`src/rtl/if_stage.sv`:
```
// Instruction fetch stage: one-request-per-cycle fetch from a fixed one-cycle-latency
// instruction memory into an IF/ID register backed by a one-entry skid buffer.
module if_stage #(
  parameter logic [31:0] RESET_PC  = 32'h0000_0000,
  parameter logic [31:0] NOP_INSTR = 32'h0000_0013
) (
  input  logic        clk,
  input  logic        rst_n,
  output logic        imem_req,
  output logic [31:0] imem_addr,
  input  logic        imem_rvalid,
  input  logic [31:0] imem_rdata,
  input  logic        redirect_valid,
  input  logic [31:0] redirect_pc,
  input  logic        id_ready,
  output logic        if_id_valid,
  output logic [31:0] if_id_pc,
  output logic [31:0] if_id_instr,
  output logic        if_id_exc
);

  typedef enum logic {RUN, HALT} state_t;

  state_t      state;
  logic [31:0] pc;
  logic [31:0] req_pc;
  logic        outstanding;
  logic        buf_valid;
  logic [31:0] buf_pc;
  logic [31:0] buf_instr;

  logic        transfer;
  logic        resp;
  logic        out_free;
  logic [1:0]  occupancy;

  // NOTE: every always_comb output gets an unconditional assignment so no latch is inferred.
  always_comb begin
    transfer  = if_id_valid & id_ready;
    resp      = imem_rvalid & outstanding;
    out_free  = ~if_id_valid | transfer;
    occupancy = {1'b0, if_id_valid} + {1'b0, buf_valid} + {1'b0, outstanding}
              - {1'b0, transfer};
    // Only issue when the response is guaranteed a slot; gated by rst_n so nothing
    // is requested while reset is held.
    imem_req  = rst_n && (state == RUN) && !redirect_valid && (occupancy < 2'd2);
    imem_addr = pc;
  end

  // NOTE: state uses non-blocking assignments so every register samples pre-edge values.
  // NOTE: the skid buffer payload is reset along with everything else; it is only two
  // words, and keeping it defined avoids X propagation when it drains.
  always_ff @(posedge clk or negedge rst_n) begin
    if (!rst_n) begin
      state       <= RUN;
      pc          <= RESET_PC;
      req_pc      <= RESET_PC;
      outstanding <= 1'b0;
      buf_valid   <= 1'b0;
      buf_pc      <= '0;
      buf_instr   <= '0;
      if_id_valid <= 1'b0;
      if_id_pc    <= '0;
      if_id_instr <= '0;
      if_id_exc   <= 1'b0;
    end else begin
      outstanding <= imem_req;
      if (imem_req) begin
        req_pc <= pc;
        pc     <= pc + 32'd4;
      end

      if (redirect_valid) begin
        // Redirect wins over any response, transfer or issue this cycle.
        buf_valid <= 1'b0;
        if (redirect_pc[1:0] == 2'b00) begin
          state       <= RUN;
          pc          <= redirect_pc;
          if_id_valid <= 1'b0;
        end else begin
          state       <= HALT;
          if_id_valid <= 1'b1;
          if_id_pc    <= redirect_pc;
          if_id_instr <= NOP_INSTR;
          if_id_exc   <= 1'b1;
        end
      end else if (out_free) begin
        if (buf_valid) begin
          if_id_valid <= 1'b1;
          if_id_pc    <= buf_pc;
          if_id_instr <= buf_instr;
          if_id_exc   <= 1'b0;
          buf_valid   <= resp;
          if (resp) begin
            buf_pc    <= req_pc;
            buf_instr <= imem_rdata;
          end
        end else if (resp) begin
          if_id_valid <= 1'b1;
          if_id_pc    <= req_pc;
          if_id_instr <= imem_rdata;
          if_id_exc   <= 1'b0;
        end else begin
          if_id_valid <= 1'b0;
        end
      end else if (resp) begin
        buf_valid <= 1'b1;
        buf_pc    <= req_pc;
        buf_instr <= imem_rdata;
      end
    end
  end

endmodule

```
`config.mk`:
```
export PLATFORM = sky130hd
export DESIGN_NAME = if_stage
export DESIGN_NICKNAME = d
export VERILOG_FILES = /design/src/rtl/if_stage.sv
export SDC_FILE = /design/constraint.sdc
export NUM_CORES = 1
export LEC_CHECK = 0
export BUFFER_PORTS_ARGS = -buffer_cell sky130_fd_sc_hd__buf_2
export CAP_MARGIN = 20
export CORE_ASPECT_RATIO = 0.5
export CORE_MARGIN = 1
export CORE_UTILIZATION = 50
export CTS_CLUSTER_SIZE = 10
export DETAILED_ROUTE_END_ITERATION = 10
export PLACE_DENSITY_LB_ADDON = 0.3
export SLEW_MARGIN = 30
export SYNTH_ARGS = -nofsm -noshare
export SYNTH_HDL_FRONTEND = slang
export SYNTH_SLANG_ARGS = --single-unit
```
`constraint.sdc`:
```
create_clock -name clk -period 5.1 [get_ports clk]
set_input_delay 0.51 -clock clk [delete_from_list [all_inputs] [get_ports clk]]
set_output_delay 0.51 -clock clk [all_outputs]
set_load 0.05 [all_outputs]
```
==> results.py, run 1 <==
metrics = {
    "clock_network": {
        "hold_buffers": 0,
        "htree_levels": 4,
        "tritoncts": "built",
        "clock_sinks": 197,
        "ctsResizeCount": 0,
        "cts_buffers": 17,
        "postCtsSetupRepairBufs": 0,
        "clk_latency_ps": 430,
        "path_clk_slew_ps": 80,
        "root_buffer": "clkbuf_16",
        "clockBufferDepth": 2,
    },
    "sta": {
        "setup-tns-final_ps": 0,
        "maxSlewViolCount": 0,
        "setup_viol": 0,
        "whs_ps": 31.2,
        "tightest_slew_ps": 745,
        "setup_slack_ps": 1700,
        "post-route-period-util_pct": 66.7,
        "fin_skew_ps": 12.1,
        "max_freq_ghz": 0.294,
        "relSlewSlack_pct": 50.3,
        "finalHoldViolCount": 0,
        "fin_crit_ps": 3400,
        "rsz0062_at_grt": "false",
    },
    "synthesis": {
        "synth_area_per_cell_um2": 10.4,
        "yosysWarnings": 0,
        "synth_area_leaders": "dfrtp_1, mux2_2, nand2_1",
        "synth_nets": 926,
        "synth.distinct_cells": 35,
        "ys_ff_latch": 197,
        "syn_inst": 854,
        "yosysSeqAreaShare_pct": 55.5,
        "syn-cell-area_um2": 8880,
        "synth_top_area_share_pct": 55.5,
        "yosysTopAreaCell": "dfrtp_1",
    },
    "power": {
        "switchingPower_mw": 1.58,
        "leakagePower_nw": 4.96,
        "peakVddDrop_mv": 0.253,
        "power-per-cell-area_nw_per_um2": 420,
        "p_clk_share_pct": 31.4,
        "power.total_mw": 4.44,
        "combPwrFrac_pct": 23.6,
        "p_int_mw": 2.85,
        "switching_share_pct": 35.7,
        "power.share.sequential_pct": 45.0,
    },
    "final_layout": {
        "nNetsFinal": 1067,
        "n_antenna_cell": 0,
        "syn_to_final_growth_pct": 18.9,
        "final_cell_mix": "dfrtp_1, nand2_1, buf_2",
        "final_common_cell": "dfrtp_1",
        "final_cells": 1242,
        "final_core_util_pct": 60.9,
        "final_area_um2": 10600,
        "drive_gt1_share_pct": 28.6,
        "multi_input_area_um2": 3740,
        "fillCellCount": 1464,
        "seq_area_um2": 4930,
    },
    "detailed_routing": {
        "routed_via_density": 5.37,
        "drc": 2,
        "ant_nets": 0,
        "drtIter0Drc": 485,
        "num_vias": 6669,
        "wl_per_cell_um": 16.4,
        "drt_first_pass_iters": 8,
        "wl_mm": 20.3,
    },
    "placement": {
        "dp_hpwl_mm": 13.3,
        "gp_congestion": 0.814,
        "portBuffers": 167,
        "dpl_cell_area_um2": 9910,
        "dp_slack_ps": 1580,
        "dp_cells": 1209,
    },
    "worst_setup_path": {
        "start_kind": "flop",
        "required_ps": 4590,
        "crit_path_end_kind": "output port",
        "cp_max_fo": 22,
        "critical_path_class": "flop to output port",
        "critPathArrivalTime_ps": 2890,
    },
    "job": {
        "cap_violations": 0,
    },
    "outcome": {
        "run_status": "complete, but fails checks",
        "violations": "design-rule violations",
    },
    "floorplanning": {
        "core_um2": 17400,
        "io_pins": 168,
        "die_w_um": 190,
        "die_y_um": 96.2,
        "num_rows": 34,
        "fp.dieArea_um2": 18300,
        "initial_utilization_pct": 51.2,
    },
    "global_routing": {
        "antenna_found_initial": 0,
        "grt-ovfl-total": 0,
        "grt_first_pass_wirelength_mm": 32.4,
        "grt_util_all_layers_pct": 22.7,
        "grt_max_degree": 75,
        "grt_pass1_vias": 6384,
    },
    "worst_hold_path": {
        "hp-class": "input pin to asynchronous set/reset pin",
    },
}
[sequential cells by signal (all words and copies together) (netlist names)]
| signal | flops |
|---|---|
| outstanding | 1 |
| req_pc | 32 |
| if_id_valid | 1 |
| buf_instr | 32 |
| buf_pc | 32 |
| state | 1 |
| if_id_instr | 32 |
| if_id_exc | 1 |
| imem_addr | 32 |
| if_id_pc | 32 |
| buf_valid | 1 |
[power groups by stage]
stage | combinational [mW] | sequential (mW) | clock, mW
floorplan | 0.351 | 2.40 | 0
global placement | 1.03 | 2.01 | 0
detailed placement | 1.05 | 2.02 | 0
CTS | 1.05 | 1.99 | 1.42
global route | 1.14 | 2.03 | 1.48
finish | 1.05 | 2.00 | 1.39
[worst max-delay path, cell delays in order (launching register included)]
cell and delay (ps):
dfrtp_1 410, and2_1 170, ha_1 260, inv_1 40, ha_1 250, a21oi_1 260
mux2i_4 100, inv_1 560, buf_2 400
[synth_stat cells]
cell / count
buf_1: 9
and3_1: 1
clkbuf_1: 42
or4_1: 6
nor2_1: 47
nand4_1: 8
a21oi_1: 37
o31ai_1: 33
nor3_1: 7
a31oi_1: 9
inv_1: 6
o31a_1: 1
and4_1: 1
and4bb_2: 1
mux2_2: 66
nor3b_1: 1
or3b_2: 1
nor4_1: 7
and2_1: 4
o21ai_0: 60
o211ai_1: 1
dfrtp_1: 197
or3_1: 7
a211oi_1: 3
nor2b_1: 4
nor4b_2: 1
nor4_4: 1
ha_1: 3
or2_2: 1
nand2_1: 190
mux2i_1: 62
buf_2: 7
xor2_1: 5
nand3_1: 9
xnor2_1: 16
[kinds of logic (layout without fill, tap and decap cells)]
group / count (synthesis) / count (layout) / synth area share (%)
simple gates: 297 / 297 / 14.5
flops: 197 / 197 / 55.5
compound gates: 144 / 144 / 9.33
mux: 128 / 128 / 15.4
buf+inv: 64 / 218 / 2.80
xor+xnor: 21 / 21 / 2.07
fa+ha+maj: 3 / 3 / 0.423
[worst paths after layout]
| kind | cells after the start | startpoint | slack (ps) | end |
|---|---|---|---|---|
| worst max-delay path | 8 | if_id_valid$_DFFE_PN0P_ | 1700 | imem_req |
| worst min-delay path | 1 | rst_n | 30 | if_id_instr[26]$_DFFE_PN0P_ |
| worst max register to register | 10 | if_id_valid$_DFFE_PN0P_ | 1880 | imem_addr[31]$_DFF_PN0_ |
| worst min register to register | 2 | if_id_instr[8]$_DFFE_PN0P_ | 470 | if_id_instr[8]$_DFFE_PN0P_ |
| max in group asynchronous | 2 | rst_n | 3980 | buf_valid$_DFFE_PN0P_ |
| min in group clk | 3 | redirect_pc[17] | 290 | imem_addr[17]$_DFF_PN0_ |
[area by class of cell]
cell class,count,share of cell area (%)
sequential,197,46.7
multi-input combinational,593,35.4
timing repair buffer,180,9.20
clock buffer,18,4.16
tap,234,2.77
clock inverter,14,1.59
inverter,6,0.213
[routing by layer]
layer | wire length (um) | GRT usage (%) | up-vias
li1 | - | - | 3231
met3 | 986 | 4.70 | 18
met5 | 0 | 0 | -
met4 | 195 | 6.40 | 0
met2 | 9550 | 36.4 | 154
met1 | 9590 | 31.5 | 3266
(Power assumes the default switching activity.)
==> run 2: changes to the inputs <==
--- a/config.mk
+++ b/config.mk
@@ -5,6 +5,7 @@
 export SDC_FILE = /design/constraint.sdc
 export NUM_CORES = 1
 export LEC_CHECK = 0
+export ABC_AREA = 1
 export BUFFER_PORTS_ARGS = -buffer_cell sky130_fd_sc_hd__buf_2
 export CAP_MARGIN = 20
 export CORE_ASPECT_RATIO = 0.5
==> constraint.sdc (replaced) <==
create_clock -name clk -period 3.1 [get_ports clk]
set_input_delay 0.31 -clock clk [delete_from_list [all_inputs] [get_ports clk]]
set_output_delay 0.31 -clock clk [all_outputs]
set_load 0.05 [all_outputs]
==> results.py, run 2 <==
metrics = {
    "placement": {
        "portBuffers": 167,
        "dp_cells": 1472,
        "dp_slack_ps": 604,
        "dpl_cell_area_um2": 10300,
        "dp_hpwl_mm": 15.6,
        "gp_congestion": 0.842,
    },
    "global_routing": {
        "grt_util_all_layers_pct": 24.8,
        "grt_pass1_vias": 7541,
        "grt_first_pass_wirelength_mm": 37.9,
        "grt-ovfl-total": 0,
        "grt_max_degree": 104,
        "antenna_found_initial": 0,
    },
    "worst_setup_path": {
        "reg2reg_from": "if_id_valid$_DFFE_PN0P_",
        "r2r-end": "imem_addr[19]$_DFF_PN0_",
        "crit_path_end_kind": "output port",
        "rrSetupSlack_ps": 570,
        "required_ps": 2790,
        "critical_path_class": "flop to output port",
        "start_kind": "flop",
        "critPathArrivalTime_ps": 2600,
        "rr_worst_depth": 16,
        "cp_max_fo": 28,
    },
    "detailed_routing": {
        "num_vias": 7906,
        "drt_first_pass_iters": 5,
        "drtIter0Drc": 539,
        "ant_nets": 0,
        "routed_via_density": 5.25,
        "wl_per_cell_um": 15.3,
        "wl_mm": 23.0,
        "drc": 0,
    },
    "clock_network": {
        "cts_buffers": 17,
        "root_buffer": "clkbuf_16",
        "ctsResizeCount": 0,
        "clk_latency_ps": 430,
        "clockBufferDepth": 2,
        "clock_sinks": 197,
        "htree_levels": 4,
        "path_clk_slew_ps": 80,
        "postCtsSetupRepairBufs": 0,
        "tritoncts": "built",
    },
    "synthesis": {
        "synth.distinct_cells": 36,
        "synth_area_per_cell_um2": 8.34,
        "async_reset_ff_share_pct": 100,
        "syn_inst": 1122,
        "ys_ff_latch": 197,
        "synth_top_area_share_pct": 52.7,
        "synth_common_cells": "nand2_1, dfrtp_1, o21ai_0",
        "synth_most_common_cell": "nand2_1",
        "yosysSeqAreaShare_pct": 52.7,
        "synth_nets": 1194,
        "synth_ff_type": "dfrtp_1",
        "synth_area_leaders": "dfrtp_1, nand2_1, o21ai_0",
        "synth_edf_count": 0,
        "syn-cell-area_um2": 9350,
        "yosysWarnings": 0,
        "yosysTopAreaCell": "dfrtp_1",
    },
    "final_layout": {
        "final_common_cell": "nand2_1",
        "drive_gt1_share_pct": 20.2,
        "final_cell_mix": "nand2_1, dfrtp_1, buf_2",
        "final_area_um2": 10900,
        "syn_to_final_growth_pct": 16.3,
        "nNetsFinal": 1330,
        "final_cells": 1505,
        "n_antenna_cell": 0,
        "fillCellCount": 1604,
    },
    "worst_hold_path": {
        "min_to": "imem_addr[21]$_DFF_PN0_",
        "whs_path_depth": 3,
        "min_from": "redirect_pc[21]",
        "hp-class": "input pin to flop",
    },
    "sta": {
        "post-route-period-util_pct": 93.8,
        "tightest_slew_ps": 806,
        "relSlewSlack_pct": 46.2,
        "setup_slack_ps": 193,
        "maxSlewViolCount": 0,
        "fin_crit_ps": 2910,
        "setup_viol": 0,
        "finalHoldViolCount": 0,
        "max_freq_ghz": 0.344,
        "rsz0062_at_grt": "false",
        "fin_skew_ps": 11.8,
        "setup-tns-final_ps": 0,
    },
    "power": {
        "leakagePower_nw": 5.55,
        "power-per-cell-area_nw_per_um2": 719,
        "peakVddDrop_mv": 0.434,
    },
    "floorplanning": {
        "die_w_um": 195,
        "num_rows": 34,
        "die_y_um": 98.7,
        "fp.dieArea_um2": 19300,
        "io_pins": 168,
        "initial_utilization_pct": 52.5,
        "core_um2": 17800,
    },
    "job": {
        "cap_violations": 0,
    },
    "outcome": {
        "run_status": "finished clean",
    },
}
[run 2: timing repair]
item	CTS	global route
hold buffers	1	0
setup endpoints to repair	0	0
endpoints found under the hold margin	29	0
[run 2: per-stage QoR]
step | hold slack, ps | power, mW | utilization [%]
after floorplan | 14.4 | 4.98 | -
after global placement | 224 | 5.54 | 57.6
after detailed placement | 228 | 5.60 | 57.6
after CTS | 98.9 | 7.89 | 61.0
after global routing | 116 | 8.24 | 61.0
final | 115 | 7.83 | 61.0
[run 2: area by class of cell]
class,instances,area [um2],area share (%)
multi-input combinational,737,3600,33.1
sequential,197,4930,45.3
clock inverter,14,165,1.52
clock buffer,18,429,3.95
tap,234,293,2.69
timing repair buffer,183,996,9.16
inverter,122,465,4.28
[run 2: where the power goes]
group / total, mW / leakage (nW) / internal [mW] / switching (mW)
clock: 2.27 / 0.289 / 1.22 / 1.05
sequential: 3.39 / 2.48 / 3.05 / 0.335
combinational: 2.17 / 2.78 / 0.567 / 1.60
total: 7.83 / 5.55 / 4.84 / 2.99
[run 2: cell families (layout without fill, tap and decap cells)]
| group | Yosys count | after routing | synth area share, % |
|---|---|---|---|
| AND/OR/NAND/NOR | 426 | 426 | 18.6 |
| AO/OA/AOI/OAI | 293 | 293 | 17.7 |
| flip-flops | 197 | 197 | 52.7 |
| buffers and inverters | 188 | 337 | 8.91 |
| multiplexers | 8 | 8 | 0.963 |
| XOR/XNOR | 7 | 7 | 0.656 |
| adder cells (fa/ha/maj) | 3 | 3 | 0.401 |
[run 2: worst max-delay path by stage]
stage	startpoint	endpoint	slack, ps	depth (start not counted)
4_1_cts	if_id_valid$_DFFE_PN0P_	imem_req	190	11
2_1_floorplan	if_id_valid$_DFFE_PN0P_	imem_req	590	12
6_report	if_id_valid$_DFFE_PN0P_	imem_req	190	11
3_3_place_gp	id_ready	imem_addr[19]$_DFF_PN0_	630	17
5_1_grt	if_id_valid$_DFFE_PN0P_	imem_req	30	11
3_5_place_dp	id_ready	imem_addr[19]$_DFF_PN0_	600	17
[run 2: critical path: stages, from the launching register on]
cell	delay (ps)
dfrtp_1	410
nand2_1	80
inv_1	40
ha_1	260
inv_1	40
ha_1	260
nand2_1	80
nand2_1	50
nand2_1	90
nand3_4	100
inv_2	380
buf_2	360
[run 2: per-layer routing]
| metal | track usage (%) | part of all wire [%] | up-vias |
|---|---|---|---|
| met5 | 0 | 0 | - |
| met2 | 38.7 | 46 | 232 |
| li1 | - | - | 3925 |
| met3 | 4.14 | 4.7 | 20 |
| met4 | 6.00 | 0.75 | 0 |
| met1 | 36.4 | 49 | 3729 |
==> run 3: changes to the inputs <==
--- a/config.mk
+++ b/config.mk
@@ -5,7 +5,7 @@
 export SDC_FILE = /design/constraint.sdc
 export NUM_CORES = 1
 export LEC_CHECK = 0
-export ABC_AREA = 1
+export ABC_AREA = 0
 export BUFFER_PORTS_ARGS = -buffer_cell sky130_fd_sc_hd__buf_2
 export CAP_MARGIN = 20
 export CORE_ASPECT_RATIO = 0.5
@@ -13,6 +13,7 @@
 export CORE_UTILIZATION = 50
 export CTS_CLUSTER_SIZE = 10
 export DETAILED_ROUTE_END_ITERATION = 10
+export HOLD_SLACK_MARGIN = 0.02
 export PLACE_DENSITY_LB_ADDON = 0.3
 export SLEW_MARGIN = 30
 export SYNTH_ARGS = -nofsm -noshare
==> results.py, run 3 (synthesis results as in run 1) <==
metrics = {
    "floorplanning": {
        "io_pins": 168,
        "num_rows": 34,
        "die_y_um": 96.2,
        "initial_utilization_pct": 51.2,
        "die_w_um": 190,
        "core_um2": 17400,
        "fp.dieArea_um2": 18300,
    },
    "clock_network": {
        "clockBufferDepth": 2,
        "clock_sinks": 197,
        "clk_latency_ps": 440,
        "htree_levels": 4,
        "root_buffer": "clkbuf_16",
        "tritoncts": "built",
        "cts_buffers": 17,
        "path_clk_slew_ps": 70,
    },
    "global_routing": {
        "antenna_found_initial": 0,
        "grt_first_pass_wirelength_mm": 33.9,
        "grt_util_all_layers_pct": 23.8,
        "grt-ovfl-total": 0,
        "grt_pass1_vias": 6620,
        "grt_max_degree": 83,
    },
    "worst_setup_path": {
        "reg2reg_from": "if_id_valid$_DFFE_PN0P_",
        "rr_worst_depth": 10,
        "crit_path_end_kind": "output port",
        "critPathArrivalTime_ps": 2600,
        "cp_max_fo": 40,
        "r2r-end": "imem_addr[23]$_DFF_PN0_",
        "cp_slowest_cell": "dfrtp_1",
        "start_kind": "flop",
        "rrSetupSlack_ps": 300,
        "setup.worst_path.start": "if_id_valid$_DFFE_PN0P_",
        "cp-endpoint": "imem_req",
        "critical_path_class": "flop to output port",
        "critPathMaxStageDelay_ps": 410,
        "crit_family": "buffers and inverters",
        "required_ps": 2790,
        "cp_num_cells": 9,
        "crit_chain": "and2_1, ha_1, inv_1, ha_1, a21oi_2, mux2i_4, inv_1, buf_12, buf_2",
        "worst-path-buf-inv": 4,
    },
    "placement": {
        "portBuffers": 167,
        "gp_congestion": 0.783,
        "dp_hpwl_mm": 13.5,
        "dp_cells": 1215,
        "dp_slack_ps": 338,
        "dpl_cell_area_um2": 9990,
    },
    "sta": {
        "relSlewSlack_pct": 48.5,
        "setup_viol": 0,
        "setup_slack_ps": 190,
        "maxSlewViolCount": 0,
        "finalHoldViolCount": 0,
        "post-route-period-util_pct": 93.9,
        "fin_crit_ps": 2910,
        "tightest_slew_ps": 773,
        "max_freq_ghz": 0.344,
        "rsz0062_at_grt": "false",
        "fin_skew_ps": 13.4,
        "setup-tns-final_ps": 0,
    },
    "worst_hold_path": {
        "hp-class": "input pin to asynchronous set/reset pin",
    },
    "outcome": {
        "violations": "design-rule violations",
        "run_status": "complete, but fails checks",
    },
    "final_layout": {
        "n_antenna_cell": 0,
        "final_cell_mix": "dfrtp_1, nand2_1, buf_2",
        "fillCellCount": 1468,
        "syn_to_final_growth_pct": 19.1,
        "nNetsFinal": 1073,
        "final_cells": 1247,
        "final_area_um2": 10600,
        "final_core_util_pct": 61.0,
        "final_common_cell": "dfrtp_1",
        "drive_gt1_share_pct": 29.0,
    },
    "power": {
        "peakVddDrop_mv": 0.436,
        "power-per-cell-area_nw_per_um2": 681,
        "leakagePower_nw": 4.95,
    },
    "detailed_routing": {
        "num_vias": 6728,
        "routed_via_density": 5.40,
        "wl_mm": 20.9,
        "ant_nets": 0,
        "drt_first_pass_iters": 10,
        "wl_per_cell_um": 16.8,
        "drtIter0Drc": 275,
        "drc": 2,
    },
    "job": {
        "cap_violations": 0,
    },
}
[run 3: cell types whose count changed in the layout (fill, tap and decap cells not counted), sizes merged, moves of 16 or more]
| cell | change |
|---|---|
| mux2i | +62 |
| mux2 | +58 |
| nand2 | -125 |
| o31ai | +32 |
| nand3 | -27 |
| inv | -116 |
| o21ai | -145 |
| o211ai | -42 |
| xnor2 | +16 |
[run 3: final cells by class]
| class | instances | area (um2) | share of cell area, % |
|---|---|---|---|
| clock buffers | 18 | 439 | 4.15 |
| well taps | 234 | 293 | 2.77 |
| flip-flops and latches | 197 | 4930 | 46.6 |
| inverters | 6 | 22.5 | 0.213 |
| clock inverters | 13 | 140 | 1.32 |
| repair buffers | 186 | 1020 | 9.63 |
| multi-input cells | 593 | 3730 | 35.3 |
[run 3: metal layers]
metal	GRT usage (%)	wire length (um)
met3	4.99	1070
met4	6.53	176
met2	38.7	9630
met1	32.6	10000
met5	0	0
[run 3: worst reg2reg max path, delay by kind of cell (launching register included)]
| kind | cells | cell delay (ps) |
|---|---|---|
| AOI/OAI and AO/OA | 2 | 370 |
| adders and majority gates | 2 | 550 |
| muxes | 1 | 90 |
| buffers and inverters | 2 | 210 |
| DFF | 1 | 410 |
| and+or+nand+nor | 3 | 1100 |
[run 3: power by group]
group          switching, mW  total [mW]  internal (mW)
Sequential             0.320        3.29           2.97
Combinational           1.23        1.72          0.492
Clock                   1.04        2.20           1.16
[run 3: repair_timing]
item	in CTS	in global routing
resized for setup	0	1
endpoints found under the hold margin	0	0
buffers inserted	1	0
hold buffers	0	0
endpoints found under the setup margin	1	1
[run 3: worst min path at each step]
| stage | startpoint | slack, ps | cells past startpoint | to |
|---|---|---|---|---|
| 2_1_floorplan | rst_n | 10 | 0 | buf_instr[0]$_DFFE_PN0P_ |
| 3_5_place_dp | if_id_instr[28]$_DFFE_PN0P_ | 460 | 2 | if_id_instr[28]$_DFFE_PN0P_ |
| 4_1_cts | rst_n | 60 | 2 | buf_instr[30]$_DFFE_PN0P_ |
| 6_report | rst_n | 50 | 2 | buf_pc[29]$_DFFE_PN0P_ |
| 3_3_place_gp | if_id_instr[13]$_DFFE_PN0P_ | 450 | 2 | if_id_instr[13]$_DFFE_PN0P_ |
| 5_1_grt | redirect_pc[4] | 90 | 3 | imem_addr[4]$_DFF_PN0_ |
[run 3: stage by stage]
step	total power [mW]	hold WS (ps)
2_1_floorplan	4.52	14.4
3_3_place_gp	5.01	454
3_5_place_dp	5.06	460
4_1_cts	7.27	61.3
5_1_grt	7.58	91.8
6_report	7.21	47.4
